### src/rtl/mem_arb_pkg.sv
// Shared types for the two-port main-memory arbiter: FSM states and port ids.
package mem_arb_pkg;

    typedef enum logic [1:0] {
        ARB_IDLE,
        ARB_RD_WAIT,
        ARB_RESP
    } arb_state_t;

    typedef logic arb_port_t;

    localparam arb_port_t PORT_CPU = 1'b0;
    localparam arb_port_t PORT_LD  = 1'b1;

endpackage

### src/rtl/mem_arb_pick.sv
// Combinational winner select between the CPU port and the loader port.
// i_ld_prio tells which side takes a conflict (starvation hit or round-robin turn).
module mem_arb_pick
    import mem_arb_pkg::*;
(
    input  logic [1:0] i_valid,
    input  logic       i_ld_prio,
    output logic [1:0] o_grant,
    output arb_port_t  o_winner
);

    always_comb begin
        // NOTE: every output gets a default first so no path leaves it unassigned (no latch).
        o_winner = PORT_CPU;
        o_grant  = '0;
        if (i_valid[PORT_LD] && (!i_valid[PORT_CPU] || i_ld_prio)) begin
            o_winner = PORT_LD;
        end
        o_grant[o_winner] = i_valid[o_winner];
    end

endmodule

### src/rtl/mem_port_arbiter.sv
// Shares a single-port memory between the CPU (port 0) and the loader (port 1).
// Build option MEM_ARB_ROUND_ROBIN_EN: round-robin arbitration instead of CPU priority + starvation guard.
module mem_port_arbiter
    import mem_arb_pkg::*;
#(
    parameter int ADDR_W     = 16,
    parameter int DATA_W     = 8,
    parameter int RD_LAT     = 1,
    parameter int STARVE_MAX = 4
) (
    input  logic              clk,
    input  logic              rst,

    input  logic              rq0_valid,
    input  logic              rq0_we,
    input  logic [ADDR_W-1:0] rq0_addr,
    input  logic [DATA_W-1:0] rq0_wdata,
    output logic              rq0_ready,
    output logic              rq0_rvalid,

    input  logic              rq1_valid,
    input  logic              rq1_we,
    input  logic [ADDR_W-1:0] rq1_addr,
    input  logic [DATA_W-1:0] rq1_wdata,
    output logic              rq1_ready,
    output logic              rq1_rvalid,

    output logic [DATA_W-1:0] rdata,

    output logic              mem_re,
    output logic              mem_we,
    output logic [ADDR_W-1:0] mem_addr,
    output logic [DATA_W-1:0] mem_wdata,
    input  logic [DATA_W-1:0] mem_rdata
);

    localparam int LAT_W = (RD_LAT > 1) ? $clog2(RD_LAT) : 1;
    // RD_WAIT covers cycles T+1 .. T+RD_LAT-1 after the accept, so it ends at count RD_LAT-2.
    localparam logic [LAT_W-1:0] LAT_LAST = LAT_W'((RD_LAT > 1) ? RD_LAT - 2 : 0);

    arb_state_t       r_state;
    arb_port_t        r_owner;
    logic [LAT_W-1:0] r_lat;

    logic             w_in_idle;
    logic [1:0]       w_req;
    logic [1:0]       w_grant;
    arb_port_t        w_winner;
    logic             w_accept;
    logic             w_win_we;
    logic             w_ld_prio;

    assign w_in_idle = (r_state == ARB_IDLE);
    assign w_req     = {rq1_valid, rq0_valid} & {2{w_in_idle}};

    mem_arb_pick u_pick (
        .i_valid   (w_req),
        .i_ld_prio (w_ld_prio),
        .o_grant   (w_grant),
        .o_winner  (w_winner)
    );

    assign w_accept  = |w_grant;
    assign w_win_we  = (w_winner == PORT_LD) ? rq1_we : rq0_we;

    assign rq0_ready = w_grant[PORT_CPU];
    assign rq1_ready = w_grant[PORT_LD];
    assign mem_we    = w_accept & w_win_we;
    assign mem_re    = w_accept & ~w_win_we;

    always_comb begin
        mem_addr  = '0;
        mem_wdata = '0;
        if (w_accept) begin
            if (w_winner == PORT_LD) begin
                mem_addr  = rq1_addr;
                mem_wdata = rq1_wdata;
            end else begin
                mem_addr  = rq0_addr;
                mem_wdata = rq0_wdata;
            end
        end
    end

    assign rdata      = (r_state == ARB_RESP) ? mem_rdata : '0;
    assign rq0_rvalid = (r_state == ARB_RESP) && (r_owner == PORT_CPU);
    assign rq1_rvalid = (r_state == ARB_RESP) && (r_owner == PORT_LD);

    always_ff @(posedge clk or posedge rst) begin
        if (rst) begin
            r_state <= ARB_IDLE;
            r_lat   <= '0;
            r_owner <= PORT_CPU;
        end else begin
            // NOTE: state registers use non-blocking assignments so every flop samples pre-edge values.
            case (r_state)
                ARB_IDLE: begin
                    if (mem_re) begin
                        r_owner <= w_winner;
                        r_lat   <= '0;
                        r_state <= (RD_LAT == 1) ? ARB_RESP : ARB_RD_WAIT;
                    end
                end
                ARB_RD_WAIT: begin
                    r_lat <= r_lat + LAT_W'(1);
                    if (r_lat == LAT_LAST) begin
                        r_state <= ARB_RESP;
                    end
                end
                ARB_RESP: begin
                    r_state <= ARB_IDLE;
                end
                default: begin
                    r_state <= ARB_IDLE;
                end
            endcase
        end
    end

`ifdef MEM_ARB_ROUND_ROBIN_EN
    // Pointer starts at the loader so the CPU takes the first conflict.
    arb_port_t r_last_grant;

    always_ff @(posedge clk or posedge rst) begin
        if (rst) begin
            r_last_grant <= PORT_LD;
        end else if (w_accept) begin
            r_last_grant <= w_winner;
        end
    end

    assign w_ld_prio = (r_last_grant == PORT_CPU);
`else
    localparam int               STV_W   = $clog2(STARVE_MAX + 1);
    localparam logic [STV_W-1:0] STV_LIM = STV_W'(STARVE_MAX);

    logic [STV_W-1:0] r_starve;

    // Counts consecutive IDLE cycles the loader asked and lost; frozen while a read is in flight.
    always_ff @(posedge clk or posedge rst) begin
        if (rst) begin
            r_starve <= '0;
        end else if (w_in_idle) begin
            if (!rq1_valid || rq1_ready) begin
                r_starve <= '0;
            end else if (r_starve != STV_LIM) begin
                r_starve <= r_starve + STV_W'(1);
            end
        end
    end

    assign w_ld_prio = (r_starve == STV_LIM);
`endif

endmodule
### config.mk
export PLATFORM = sky130hd
export DESIGN_NAME = mem_port_arbiter
export DESIGN_NICKNAME = d
export VERILOG_FILES = /design/src/rtl/mem_arb_pkg.sv /design/src/rtl/mem_arb_pick.sv /design/src/rtl/mem_port_arbiter.sv
export SDC_FILE = /design/constraint.sdc
export NUM_CORES = 1
export LEC_CHECK = 0
export BUFFER_PORTS_ARGS = -buffer_cell sky130_fd_sc_hd__buf_2
export CAP_MARGIN = 10
export CORE_MARGIN = 2
export CORE_UTILIZATION = 32
export CTS_CLUSTER_SIZE = 16
export DETAILED_ROUTE_END_ITERATION = 12
export PLACE_DENSITY = 0.85
export SYNTH_ARGS = -nofsm -noshare
export SYNTH_HDL_FRONTEND = slang
export SYNTH_SLANG_ARGS = --single-unit
### constraint.sdc
create_clock -name clk -period 4.9 [get_ports clk]
set_clock_uncertainty 0.05 [all_clocks]
set_input_delay 1.225 -clock clk [delete_from_list [all_inputs] [get_ports clk]]
set_output_delay 1.225 -clock clk [all_outputs]
set_load 0.02 [all_outputs]
==> impl_results.md <==
* Top cells by area, synth: a22o_1 (20%), dfrtp_1 (18%), and2_1 (8.0%), buf_6 (8.0%), a22o_2 (5.7%)
* Crit path kind: in2out
* Largest net degree at the start of global routing at 27
* IO Pins at 100
* Drc violations at 0
* Worst path cell trace: buf_2 > a21boi_4 > nor2_4 > a22o_1 > buf_2
* Post-CTS sizing at 0
* Worst-path clk slew at around 0.040 ns
* CTS Buffer Depth at 2
* Ys flop type: dfrtp_1
* Final Max Tran Viols at 0
* Syn Inst Count at 84
* Final period util at 74.58%
* Min-Delay Path Class: reg2reg
* Switching power at about 110 µW
* CTS buffer count at 3
* Most common cell in the netlist: a22o_1
* Most common cell on crit path: buf_2
* Sink Count at 5
* Comb pwr share at about three fifths
* Final Power at between 200 and 300 µW
* ANT nets after route at 0
* Pre-antenna DRT Iters at 4
* Mux share of post-synthesis cell area at 0%
* Via total after detailed routing at approximately 1,000
* Initial DRC Count at 9
* CTS tree: built
* Drt via density at 4.852
* Nets@finish at 247
* Mapped cell area at roughly 700 µm²
* DPL Wire Length at ~2300 µm
* Area Growth Syn to Fin at 71.40%
* Gr usage total at 20.54%
* Filler Cell Count at 191
* CTS Hold Bufs at 0
* Critical hold path startpoint: r_starve[0]
* GR Overflow Total at 0
* Post-synth EDFFs at 0
* Critical Path Max Stage Delay at 0.47 ns
* Reg power frac at 20.5%
* WL final at 2702 µm
* Clock Power Share at 18.7%
* Die W at approximately 51 µm
* LEAKAGE at 0.7362 nW
* Largest family of logic cells by synthesized area: compound AO/OA/AOI/OAI gates
* Critical Path Start Type: input pin
* Syn nets at 148
* Commonest cells post-synth: a22o_1 (16), and2_1 (9), o21ai_0 (8), nand2_1 (6), nand3_1 (6)
* IO Port Bufs at 99
* Internal at 143.1 µW
* CP max FO at 26
* Switching share of total power at 43.87%
* Vias in the first global route at ~940
* Status: complete, no violations
* GP Congestion at 0.7483
* Worst Setup End Kind: primary output
* Die Height at between 50 and 60 µm
* Worst slew pin tran at 0.5425 ns
* Setup bufs post-CTS at 0
* Core box area at 2022 µm²
* First-pass GRT wire length at 4126 µm
* Compound-Gate Fraction of Synth Area at 42.27%
* Min cycle time layout at 3.654 ns
* CP max stage cell: nor2_4
* Syn avg cell area at between 8 and 9 µm²
* Distinct cells, synth at 25
* H-tree lvl count at 1
* Yosys top cell by area: a22o_1
* Reg-to-Reg Start: r_starve[0]
* Die area at approximately 2600 µm²
* Synth Area in Adders at approximately 3.6%
* Fmax at around 270 MHz
* Final setup violation count at 0
* RSZ-0062 raised after global routing: false
* Initial core utilization at a little over a third
* Final Hold Vio Count at 0
* Total negative slack at 0 ns
* Slew HR at 63.75%
* Wire per inst at 12.93 µm
* Worst Setup SP: rq0_valid
* CTS Root Cell: clkbuf_4
* Synthesized flop and latch total at 5
* Synthesis warning total at 0
* Worst vdd ir at 0.1102 mV
* Hold Path Stages at 1
* Fraction of registers with async set/reset at 100.0%
* Fraction of synthesized cell area in xor and xnor cells at 0%
* Share of layout cells above drive strength 1 at 61.54%
* Area share of the largest cell type after synthesis at 19.89%
* R2R depth at 5
* Worst EP arrival at 2.38 ns
* Sequential fraction of the synthesis area at 17.76%
* Initial antenna violation count at 0
* Clk Latency, worst-skew pair at roughly 0.24 ns
* Area share of and/or/nand/nor cells after synthesis at 25.22%
* WP data required at 3.62 ns
* Max-cap violations at 0
* Diodes inserted at 0
* Row count at 16
* PwrDens at 211.1 nW/µm²
==> cell type report <==
cell class | instances | area [µm²] | share of cell area [%]
clock buffers | 4 | 26.28 | 2.176
flip-flops and latches | 5 | 125.1 | 10.36
repair buffers | 100 | 503.0 | 41.66
multi-input cells | 68 | 500.5 | 41.45
inverters | 5 | 18.77 | 1.554
well taps | 27 | 33.78 | 2.798
==> state kept, by name, indices dropped and copies added, names as in the netlist <==
signal and flops:
r_starve 3, r_owner 1, r_state 1
==> placed cells by master (no fill, tap or decap), types with 3 or more instances in the layout <==
| cell type | instances |
|---|---|
| a22o_1 | 16 |
| a22o_2 | 4 |
| and2_1 | 9 |
| buf_2 | 99 |
| clkbuf_4 | 3 |
| dfrtp_1 | 5 |
| inv_1 | 5 |
| nand2_1 | 6 |
| nand3_1 | 6 |
| o21ai_0 | 8 |
==> metal layers <==
layer  part of all wire, %  vias up  track usage, %
met5                     0        -               0
met4                   2.1        0           9.459
met3                   5.8        8           5.263
met2                    54       36           37.66
met1                    38      461           21.68
li1                      -      509               -
==> power by group through the flow <==
stage	sequential (mW)	clock (mW)	combinational, mW
floorplan	0.0489	0	0.105
global placement	0.0528	0	0.152
detailed placement	0.0530	0	0.156
CTS	0.0524	0.0489	0.156
global route	0.0541	0.0513	0.168
finish	0.0523	0.0478	0.155
==> stage by stage <==
step                      instances  hold slack, ns  setup slack (ns)  cell area [µm²]  utilization [%]
after floorplan                  84          0.4253             1.440            704.4                -
after global placement          205          0.4516             1.319             1181            58.42
after detailed placement        205          0.4684             1.240             1181            58.42
after CTS                       209          0.4766             1.238             1207            59.72
after global routing            209          0.5312             1.130             1207            59.72
final                           209          0.4698             1.246             1207            59.72
==> cell families after synthesis <==
logic type                 after synthesis
DFF                                      5
and+or+nand+nor                         31
adders and majority gates                2
AOI/OAI and AO/OA                       35
buffers and inverters                   11
==> final timing paths <==
kind	endpoint	slack, ns
worst min-delay path	r_starve[0]	0.47
worst max-delay path	mem_addr[2]	1.25
worst max register to register	r_owner	3.24
max in group asynchronous	r_starve[0]	3.83
worst min register to register	r_starve[0]	0.47
min in group asynchronous	r_starve[1]	0.81
==> critical path, delay by kind of cell <==
family                 cells  cell delay [ns]
AND/OR/NAND/NOR            1             0.47
AO/OA/AOI/OAI              2             0.40
buffers and inverters      2             0.28
Note: power is estimated with default switching activity, not from simulation.
